File: src/rtl/aegis_fw_pkg.sv
// Shared types and default constants for the checker arbiter slice.
package aegis_fw_pkg;
  localparam int CHK_DATA_W       = 32;
  localparam int DEF_STRIKE_LIMIT = 3;
  localparam int DEF_QUAR_CYCLES  = 64;

  typedef enum logic {
    ST_ACTIVE     = 1'b0,
    ST_QUARANTINE = 1'b1
  } port_state_e;
endpackage

File: src/rtl/rr_arbiter.sv
// Combinational round-robin pick: first unmasked requester at or after ptr_i.
// Zero latency; a masked or idle port is skipped, and no grant is raised when nothing is eligible.
module rr_arbiter
  import aegis_fw_pkg::*;
#(
  parameter int N  = 4,
  parameter int PW = $clog2(N)
) (
  input  logic [N-1:0]  req_i,
  input  logic [N-1:0]  mask_i,
  input  logic [PW-1:0] ptr_i,
  output logic [N-1:0]  gnt_o,
  output logic [PW-1:0] gnt_idx_o,
  output logic          gnt_vld_o
);

  logic [PW:0] cand;

  always_comb begin
    gnt_o     = '0;
    gnt_idx_o = '0;
    gnt_vld_o = 1'b0;
    cand      = '0;
    for (int k = 0; k < N; k++) begin
      cand = {1'b0, ptr_i} + (PW+1)'(k);
      if (cand >= (PW+1)'(N)) cand = cand - (PW+1)'(N);
      if (!gnt_vld_o && req_i[cand[PW-1:0]] && !mask_i[cand[PW-1:0]]) begin
        gnt_vld_o              = 1'b1;
        gnt_idx_o              = cand[PW-1:0];
        gnt_o[cand[PW-1:0]]    = 1'b1;
      end
    end
  end

endmodule

File: src/rtl/checker_arbiter.sv
// Shares one pattern checker across NUM_PORTS streams (1-cycle issue latency) and quarantines ports
// that collect STRIKE_LIMIT violations; AEGIS_STICKY_QUARANTINE_EN makes quarantine clear-only.
module checker_arbiter
  import aegis_fw_pkg::*;
#(
  parameter int NUM_PORTS    = 4,
  parameter int CHK_LATENCY  = 2,
  parameter int STRIKE_LIMIT = DEF_STRIKE_LIMIT,
  parameter int QUAR_CYCLES  = DEF_QUAR_CYCLES,
  localparam int PW = $clog2(NUM_PORTS)
) (
  input  logic                            clk,
  input  logic                            rst_n,
  input  logic [NUM_PORTS-1:0]            req_valid,
  input  logic [CHK_DATA_W*NUM_PORTS-1:0] req_data,
  output logic [NUM_PORTS-1:0]            req_ready,
  output logic                            chk_valid,
  output logic [CHK_DATA_W-1:0]           chk_data,
  output logic [PW-1:0]                   chk_port,
  input  logic                            chk_violation,
`ifdef AEGIS_STICKY_QUARANTINE_EN
  input  logic [NUM_PORTS-1:0]            clr_quarantine,
`endif
  output logic [NUM_PORTS-1:0]            quarantine,
  output logic                            alert,
  output logic [PW-1:0]                   alert_port
);

  localparam int SW = $clog2(STRIKE_LIMIT+1);
  localparam logic [SW-1:0] STRIKE_LAST = SW'(STRIKE_LIMIT-1);
`ifndef AEGIS_STICKY_QUARANTINE_EN
  localparam int TW = $clog2(QUAR_CYCLES+1);
`endif

  logic [PW-1:0]         ptr_q, ptr_d;
  logic [PW-1:0]         gnt_idx;
  logic                  gnt_vld;
  logic [CHK_DATA_W-1:0] win_data;
  port_state_e           state_q   [NUM_PORTS];
  logic [SW-1:0]         strikes_q [NUM_PORTS];
`ifndef AEGIS_STICKY_QUARANTINE_EN
  logic [TW-1:0]         timer_q   [NUM_PORTS];
`endif
  logic                  tag_vld_q  [CHK_LATENCY];
  logic [PW-1:0]         tag_port_q [CHK_LATENCY];
  logic                  viol_hit;
  logic [PW-1:0]         viol_port;

  always_comb begin
    for (int k = 0; k < NUM_PORTS; k++) quarantine[k] = (state_q[k] == ST_QUARANTINE);
  end

  rr_arbiter #(.N(NUM_PORTS), .PW(PW)) u_rr (
    .req_i     (req_valid),
    .mask_i    (quarantine),
    .ptr_i     (ptr_q),
    .gnt_o     (req_ready),
    .gnt_idx_o (gnt_idx),
    .gnt_vld_o (gnt_vld)
  );

  always_comb begin
    win_data = '0;
    for (int k = 0; k < NUM_PORTS; k++) begin
      if (req_ready[k]) win_data = req_data[CHK_DATA_W*k +: CHK_DATA_W];
    end
    ptr_d = ptr_q;
    if (gnt_vld) ptr_d = (gnt_idx == PW'(NUM_PORTS-1)) ? '0 : gnt_idx + PW'(1);
  end

  // Tag line mirrors the checker pipeline so each verdict lines up with the word that caused it.
  always_ff @(posedge clk or negedge rst_n) begin
    if (!rst_n) begin
      ptr_q     <= '0;
      chk_valid <= 1'b0;
      chk_data  <= '0;
      chk_port  <= '0;
      for (int s = 0; s < CHK_LATENCY; s++) begin
        tag_vld_q[s]  <= 1'b0;
        tag_port_q[s] <= '0;
      end
    end else begin
      ptr_q     <= ptr_d;
      chk_valid <= gnt_vld;
      if (gnt_vld) begin
        chk_data <= win_data;
        chk_port <= gnt_idx;
      end
      tag_vld_q[0]  <= chk_valid;
      tag_port_q[0] <= chk_port;
      for (int s = 1; s < CHK_LATENCY; s++) begin
        tag_vld_q[s]  <= tag_vld_q[s-1];
        tag_port_q[s] <= tag_port_q[s-1];
      end
    end
  end

  assign viol_hit  = chk_violation & tag_vld_q[CHK_LATENCY-1];
  assign viol_port = tag_port_q[CHK_LATENCY-1];

  // Verdicts for a quarantined port fall through untouched, so stale words never re-alert.
  always_ff @(posedge clk or negedge rst_n) begin
    if (!rst_n) begin
      alert      <= 1'b0;
      alert_port <= '0;
      for (int i = 0; i < NUM_PORTS; i++) begin
        state_q[i]   <= ST_ACTIVE;
        strikes_q[i] <= '0;
`ifndef AEGIS_STICKY_QUARANTINE_EN
        timer_q[i]   <= '0;
`endif
      end
    end else begin
      alert <= 1'b0;
      for (int i = 0; i < NUM_PORTS; i++) begin
        case (state_q[i])
          ST_ACTIVE: begin
            if (viol_hit && viol_port == PW'(i)) begin
              if (strikes_q[i] == STRIKE_LAST) begin
                strikes_q[i] <= '0;
                state_q[i]   <= ST_QUARANTINE;
`ifndef AEGIS_STICKY_QUARANTINE_EN
                timer_q[i]   <= TW'(QUAR_CYCLES);
`endif
                alert        <= 1'b1;
                alert_port   <= PW'(i);
              end else begin
                strikes_q[i] <= strikes_q[i] + SW'(1);
              end
            end
          end
          ST_QUARANTINE: begin
`ifdef AEGIS_STICKY_QUARANTINE_EN
            if (clr_quarantine[i]) state_q[i] <= ST_ACTIVE;
`else
            if (timer_q[i] == TW'(1)) begin
              state_q[i] <= ST_ACTIVE;
              timer_q[i] <= '0;
            end else begin
              timer_q[i] <= timer_q[i] - TW'(1);
            end
`endif
          end
        endcase
      end
    end
  end

endmodule

File: config.mk
export PLATFORM = sky130hd
export DESIGN_NAME = checker_arbiter
export DESIGN_NICKNAME = d
export VERILOG_FILES = /design/src/rtl/aegis_fw_pkg.sv /design/src/rtl/rr_arbiter.sv /design/src/rtl/checker_arbiter.sv
export SDC_FILE = /design/constraint.sdc
export NUM_CORES = 1
export LEC_CHECK = 0
export BUFFER_PORTS_ARGS = -buffer_cell sky130_fd_sc_hd__buf_2
export CORE_MARGIN = 2
export CORE_UTILIZATION = 41
export DETAILED_ROUTE_END_ITERATION = 10
export GPL_ROUTABILITY_DRIVEN = 0
export PLACE_DENSITY = 0.67
export SYNTH_ARGS = -nofsm -noshare
export SYNTH_HDL_FRONTEND = slang
export SYNTH_SLANG_ARGS = --single-unit
export TNS_END_PERCENT = 5
File: constraint.sdc
create_clock -name clk -period 3.1 [get_ports clk]
set_input_delay 0 -clock clk [delete_from_list [all_inputs] [get_ports clk]]
set_output_delay 0 -clock clk [all_outputs]
set_load 0.05 [all_outputs]
# Yosys cells after proc, flatten, opt, wreduce, memory -nomap -nowiden

Index checks and enable logic that the tools add are counted.

Flip-flop bits (word level): 86
Latch bits: 0
Bits in writable memories: 0
Memory bits (read-only): 0
Bits of input ports: 135
Memories: 0

$add $sub $neg: 16
Multipliers: 0
Divide/modulo/power cells: 0
$lt $le $gt $ge: 12
Equal/unequal tests: 20
Shifts and indexed selects: 0
Mux-type cells: 103
Bitwise operators: 8
Reductions and logical operators: 31

Operators by type and width:

| cell                  | number |
|---|---|
| $mux W32              | 4 |
| $mux W7               | 12 |
| $pmux W7 S2           | 4 |
| $mux W2               | 25 |
| $mux W1               | 38 |
| $eq A7 B1 Y1 const B  | 4 |
| $sub A7 B1 Y7 const B | 4 |
| $bmux W1 S2           | 8 |
| $mux W4               | 4 |
| $ne A2 B2 Y1 const B  | 8 |
| $reduce_and A2 Y1     | 8 |
| $logic_and A1 B1 Y1   | 15 |
| $eq A2 B2 Y1 const B  | 7 |
| $lt A2 B3 Y1 const B  | 4 |
| $or A4 B4 Y4          | 3 |
| $add A2 B1 Y2 const B | 5 |
| $ge A3 B3 Y1 const B  | 3 |
| $demux W1 S2          | 4 |
| $ge A2 B1 Y1 const B  | 4 |
| $pmux W1 S2           | 4 |
| $sub A2 B1 Y2 const B | 4 |
| $logic_not A1 Y1      | 7 |
| $add A2 B2 Y3 const B | 2 |
| $not A1 Y1            | 4 |
| 5 further kinds       | 5 |

# Logic depth before layout (Yosys ltp)

Depth after elaboration: 23
Depth in mapped cells: 13

# Cells and area by module

Synthesis repeated with hierarchy kept, for this count alone.

Cells, all modules: 577
Area, all modules: 5215.0 um^2

By module, submodules not included:

| module          | times used | cells an instance | area an instance (um^2) |
|---|---|---|---|
| checker_arbiter | 1          | 502               | 4640.7 |
| rr_arbiter      | 1          | 75                | 574.3 |

# Worst setup path before layout

Ideal clock, no wire load.

Path type: reg-to-reg
From: register ptr_q[1]
To: register chk_data[23]
Library setup time: 80 ps
Arrival: 3173 ps
Setup slack: -153 ps
Cell stages (with the launch flop): 12
Path buffers: 2
Period minus slack after synthesis: 3253 ps
Path through: dfrtp_1 inv_1 ha_1 or3_1 a2111oi_0 o31ai_1 and3_1 clkbuf_1 inv_2 clkbuf_1 a22oi_1 o211ai_2

Elaborated cells between the ends (all ways): 80
Classes of those cells: add/sub (7); order compare (12); mux (40); bitwise (3); reduce/logical (18)

RTL lines:

| item                                                   | RTL line              | source |
|---|---|---|
| from (decl)                                            | checker_arbiter.sv:35 | `logic [PW-1:0] ptr_q, ptr_d;` |
| from (signal assigned)                                 | checker_arbiter.sv:83 | `ptr_q <= ptr_d;` |
| branches (longest 18 deep; another with $add A2 B1 Y3) | n/a                   |  |
| $mux W4 (*)                                            | rr_arbiter.sv:27      | `if (!gnt_vld_o && req_i[cand[PW-1:0]] && !mask_i[cand[PW-1:0]]) begin` |
| net req_ready[3]                                       | checker_arbiter.sv:16 | `output logic [NUM_PORTS-1:0] req_ready,` |
| $mux W32 (*)                                           | checker_arbiter.sv:65 | `if (req_ready[k]) win_data = req_data[CHK_DATA_W*k +: CHK_DATA_W];` |
| to (signal assigned)                                   | checker_arbiter.sv:86 | `chk_data <= win_data;` |
| to (decl)                                              | checker_arbiter.sv:18 | `output logic [CHK_DATA_W-1:0] chk_data,` |

Mark *: on every way through the listed nets, which the timed path passes. The select of a mux whose other input is x is not followed.
A chain may end at the register's enable or synchronous reset.

==> flow_summary.toml <==
[timing]
fin_crit_sh_pct = 95.5
rsz0062_at_grt = "false"
maxSlewViolCount = 0
finalSetupViolCount = 0
hold_violations = 0
max_freq_mhz = 338
finalSetupTns_ns = 0
final.setup.worst_slack_ns = 0.138
maxSlewHeadroom_pct = 52.6
worst_pin_slew_ns = 0.710
period_needed_ns = 2.96
fin_worst_skew_ns = 0.0107

[finish]
synthToLayoutAreaGrowth_pct = 47.2
fillers = 996
fin_cells = 1040
nets = 1012
n_antenna_cell = 0
drive_above_1_share_pct = 31.3

[logic_synthesis]
synthAdderAreaFrac_pct = 3.29
synth_top_family_by_area = "compound AO/OA/AOI/OAI gates"
syn_avg_cell_area_um2 = 9.26
synth_mux_area_share_pct = 8.10
synth-simple-area-share_pct = 17.1
synth_edf_count = 0
ys.warnings.count = 0
netlist_instances = 576
synth_xor_area_share_pct = 0.493
ys_seq_area_share_pct = 40.4
synth_compound_area_share_pct = 24.5
synthesis.area_um2 = 5330
yosys.area.top_type = "dfrtp_1"
synth.net_count = 725
post-synth-top-area-fraction_pct = 40.4
ys_ff_latch = 86
synthArstFlopShare_pct = 100
synth_flop_cell = "dfrtp_1"
yosys-top-cells-area = "dfrtp_1 40%, o211ai_2 7.0%, mux2i_1 6.2%"
ys_types = 48

[global_routing]
antenna_found_initial = 0
track_usage_pct = 25.6
grt_pass1_wl_um = 28800
grt_max_degree = 57
grt_pass1_vias = 5939
overflow = 0

[placement]
hpwlAfterDp_um = 11500
post-place-ws_ns = 0.0255
portBuffers = 180
dp.cells = 922

[setup_path]
r2r_end = "chk_data[25]"
ff2ff_setup_slack_ns = 0.28
path_max_fanout = 33
worstPathArrival_ns = 2.96
rr_startpoint = "quarantine[3]"
crit_required_ns = 3.10
cp-endpoint = "req_ready[3]"
startpoint_type = "flop"
endpoint_kind = "output pin"
reg2reg_depth = 9
crit_type = "flop to output pin"

[cts]
clockRootBuffer = "clkbuf_16"
cts_tree = "yes"
htreeDepth = 3
cts_buffer_depth = 2
numCtsBuffers = 9
clk-insertion-delay-late_ns = 0.35
cts_num_sinks = 86
cts.reportedPaths.clkPinSlew_ns = 0.06

[die]
die-area_um2 = 13900
io_pins = 181
core_area_um2 = 12700
rows = 41
die_x_um = 118
initial_core_util_pct = 42.1
die_y_um = 118

[power]
ir_worst_vdd_v = 0.000217
p_leak_nw = 4.05
pwr_density_cell_nw_per_um2 = 310

[routing]
drt_iter0_drc = 534
drc = 1
vias = 5977
ant_nets = 0
drt-vias-per-instance = 5.75
drt_wl_total_um = 18300
drt_pass1_iterations = 11
wire_per_inst_um = 17.6

[run]
drv_cap = 0

[outcome]
violations = "DRC"
status = "finished, violations left"

[hold_path]
hp-class = "primary input to flop"
[per-stage QoR]
stage	instance area (um^2)	hold WS (ns)	power, mW	utilization (%)
floorplan	5330	-0.296	1.18	-
detailed placement	6540	0.102	1.31	51.6
finish	7850	0.0358	2.43	61.9
global placement	6540	0.0983	1.31	51.6
CTS	7780	0.0290	2.45	61.4
global route	7850	0.0338	2.53	61.9
[cell usage after synthesis (4+ instances only)]
library cell   n
buf_2          5
nand2b_1       9
a22oi_1       33
o211ai_2      30
nor3_1         9
inv_1         48
o31ai_1        4
nor2b_1        9
dfrtp_1       86
o21ai_0       40
or3_1          6
nand2_1       38
nor2_1        38
clkbuf_1      22
ha_1          14
mux2i_1       33
nand3_1       47
a21oi_1       13
a31oi_1       32
o211ai_1       5
nor4_1         5
[cells by family (layout without fill, tap and decap cells)]
family | Yosys count | count (layout)
and+or+nand+nor | 181 | 181
AOI/OAI and AO/OA | 173 | 173
DFF | 86 | 86
buffers and inverters | 80 | 372
muxes | 39 | 39
adders and majority gates | 14 | 14
xor gates and xnor gates | 3 | 3
[worst max-delay path, stage by stage, from the launching register on]
cell and delay (ns):
dfrtp_1 0.35, inv_2 0.04, ha_1 0.38, or3_1 0.44, a2111oi_2 0.42, o31ai_1 0.11, and3_1 0.21, inv_2 0.06
buf_6 0.28, clkbuf_4 0.31
[final cells by class]
type | count | area, um^2 | area share, %
Sequential cell | 86 | 2150 | 27.4
Tap cell | 172 | 215 | 2.74
Clock buffer | 9 | 225 | 2.87
Timing Repair Buffer | 306 | 2150 | 27.3
Clock inverter | 7 | 56.3 | 0.717
Inverter | 50 | 188 | 2.39
Multi-Input combinational cell | 410 | 2870 | 36.5
[report_power, final]
part           total (mW)  switching [mW]  internal (mW)  leakage (nW)
registers            1.13         0.00346           1.13          1.08
logic               0.261           0.104          0.157          2.83
clock network        1.04           0.487          0.556         0.142
total                2.43           0.595           1.84          4.05
[worst min path at each step]
| stage | to | cells past startpoint | startpoint |
|---|---|---|---|
| after global routing | chk_data[1] | 3 | req_data[33] |
| final | chk_data[1] | 3 | req_data[33] |
| after CTS | chk_data[1] | 3 | req_data[33] |
| after floorplan | asynchronous set/reset pin | 0 | rst_n |
| after detailed placement | timer_q[9] | 1 | rst_n |
| after global placement | timer_q[9] | 1 | rst_n |
[routing by layer]
| layer | global-route usage, % | up-vias | routed length [um] | share of wire (%) |
|---|---|---|---|---|
| li1 | - | 2683 | - | - |
| met4 | 14.8 | 0 | 876 | 4.8 |
| met1 | 29.4 | 2806 | 6960 | 38 |
| met5 | 0 | - | 0 | 0 |
| met2 | 43.9 | 392 | 8970 | 49 |
| met3 | 5.72 | 96 | 1500 | 8.2 |
[state kept, by name, indices dropped and copies added, names as in the netlist, named ones only]
| name | flops |
|---|---|
| ptr_q | 1 |
| viol_port | 2 |
| tag_vld_q | 2 |
| chk_valid | 1 |
| alert | 1 |
| alert_port | 2 |
| quarantine | 4 |
| tag_port_q | 2 |
| chk_port | 2 |
| timer_q | 28 |
| chk_data | 32 |
| strikes_q | 8 |
[placed cells by master (no fill, tap or decap), drive strengths merged, types with 2 or more instances in the layout]
master / instances
nand2: 38
a31oi: 32
nand3: 48
nor2: 38
or3: 6
nand3b: 3
clkbuf: 10
mux2i: 33
and3: 3
a21oi: 13
and2: 3
nor4: 5
buf: 209
dlygate4sd3: 96
nor4b: 2
xnor2: 3
o211ai: 35
nand2b: 12
o41ai: 3
mux2: 3
inv: 54
clkinv: 3
mux4: 3
nor3b: 2
a211oi: 2
nor2b: 9
nor3: 9
o31ai: 4
dfrtp: 86
a21o: 3
a22oi: 33
o21ai: 40
ha: 14
[what timing repair did]
item                                    CTS  global route
pin swaps                                 0             1
gates cloned                              0             0
setup buffers                             0             6
endpoints found under the setup margin    1            24
gates resized for setup                   2             2
endpoints found under the hold margin    86             0
hold buffers                             96             0
Power figures use the tool's default switching activity.
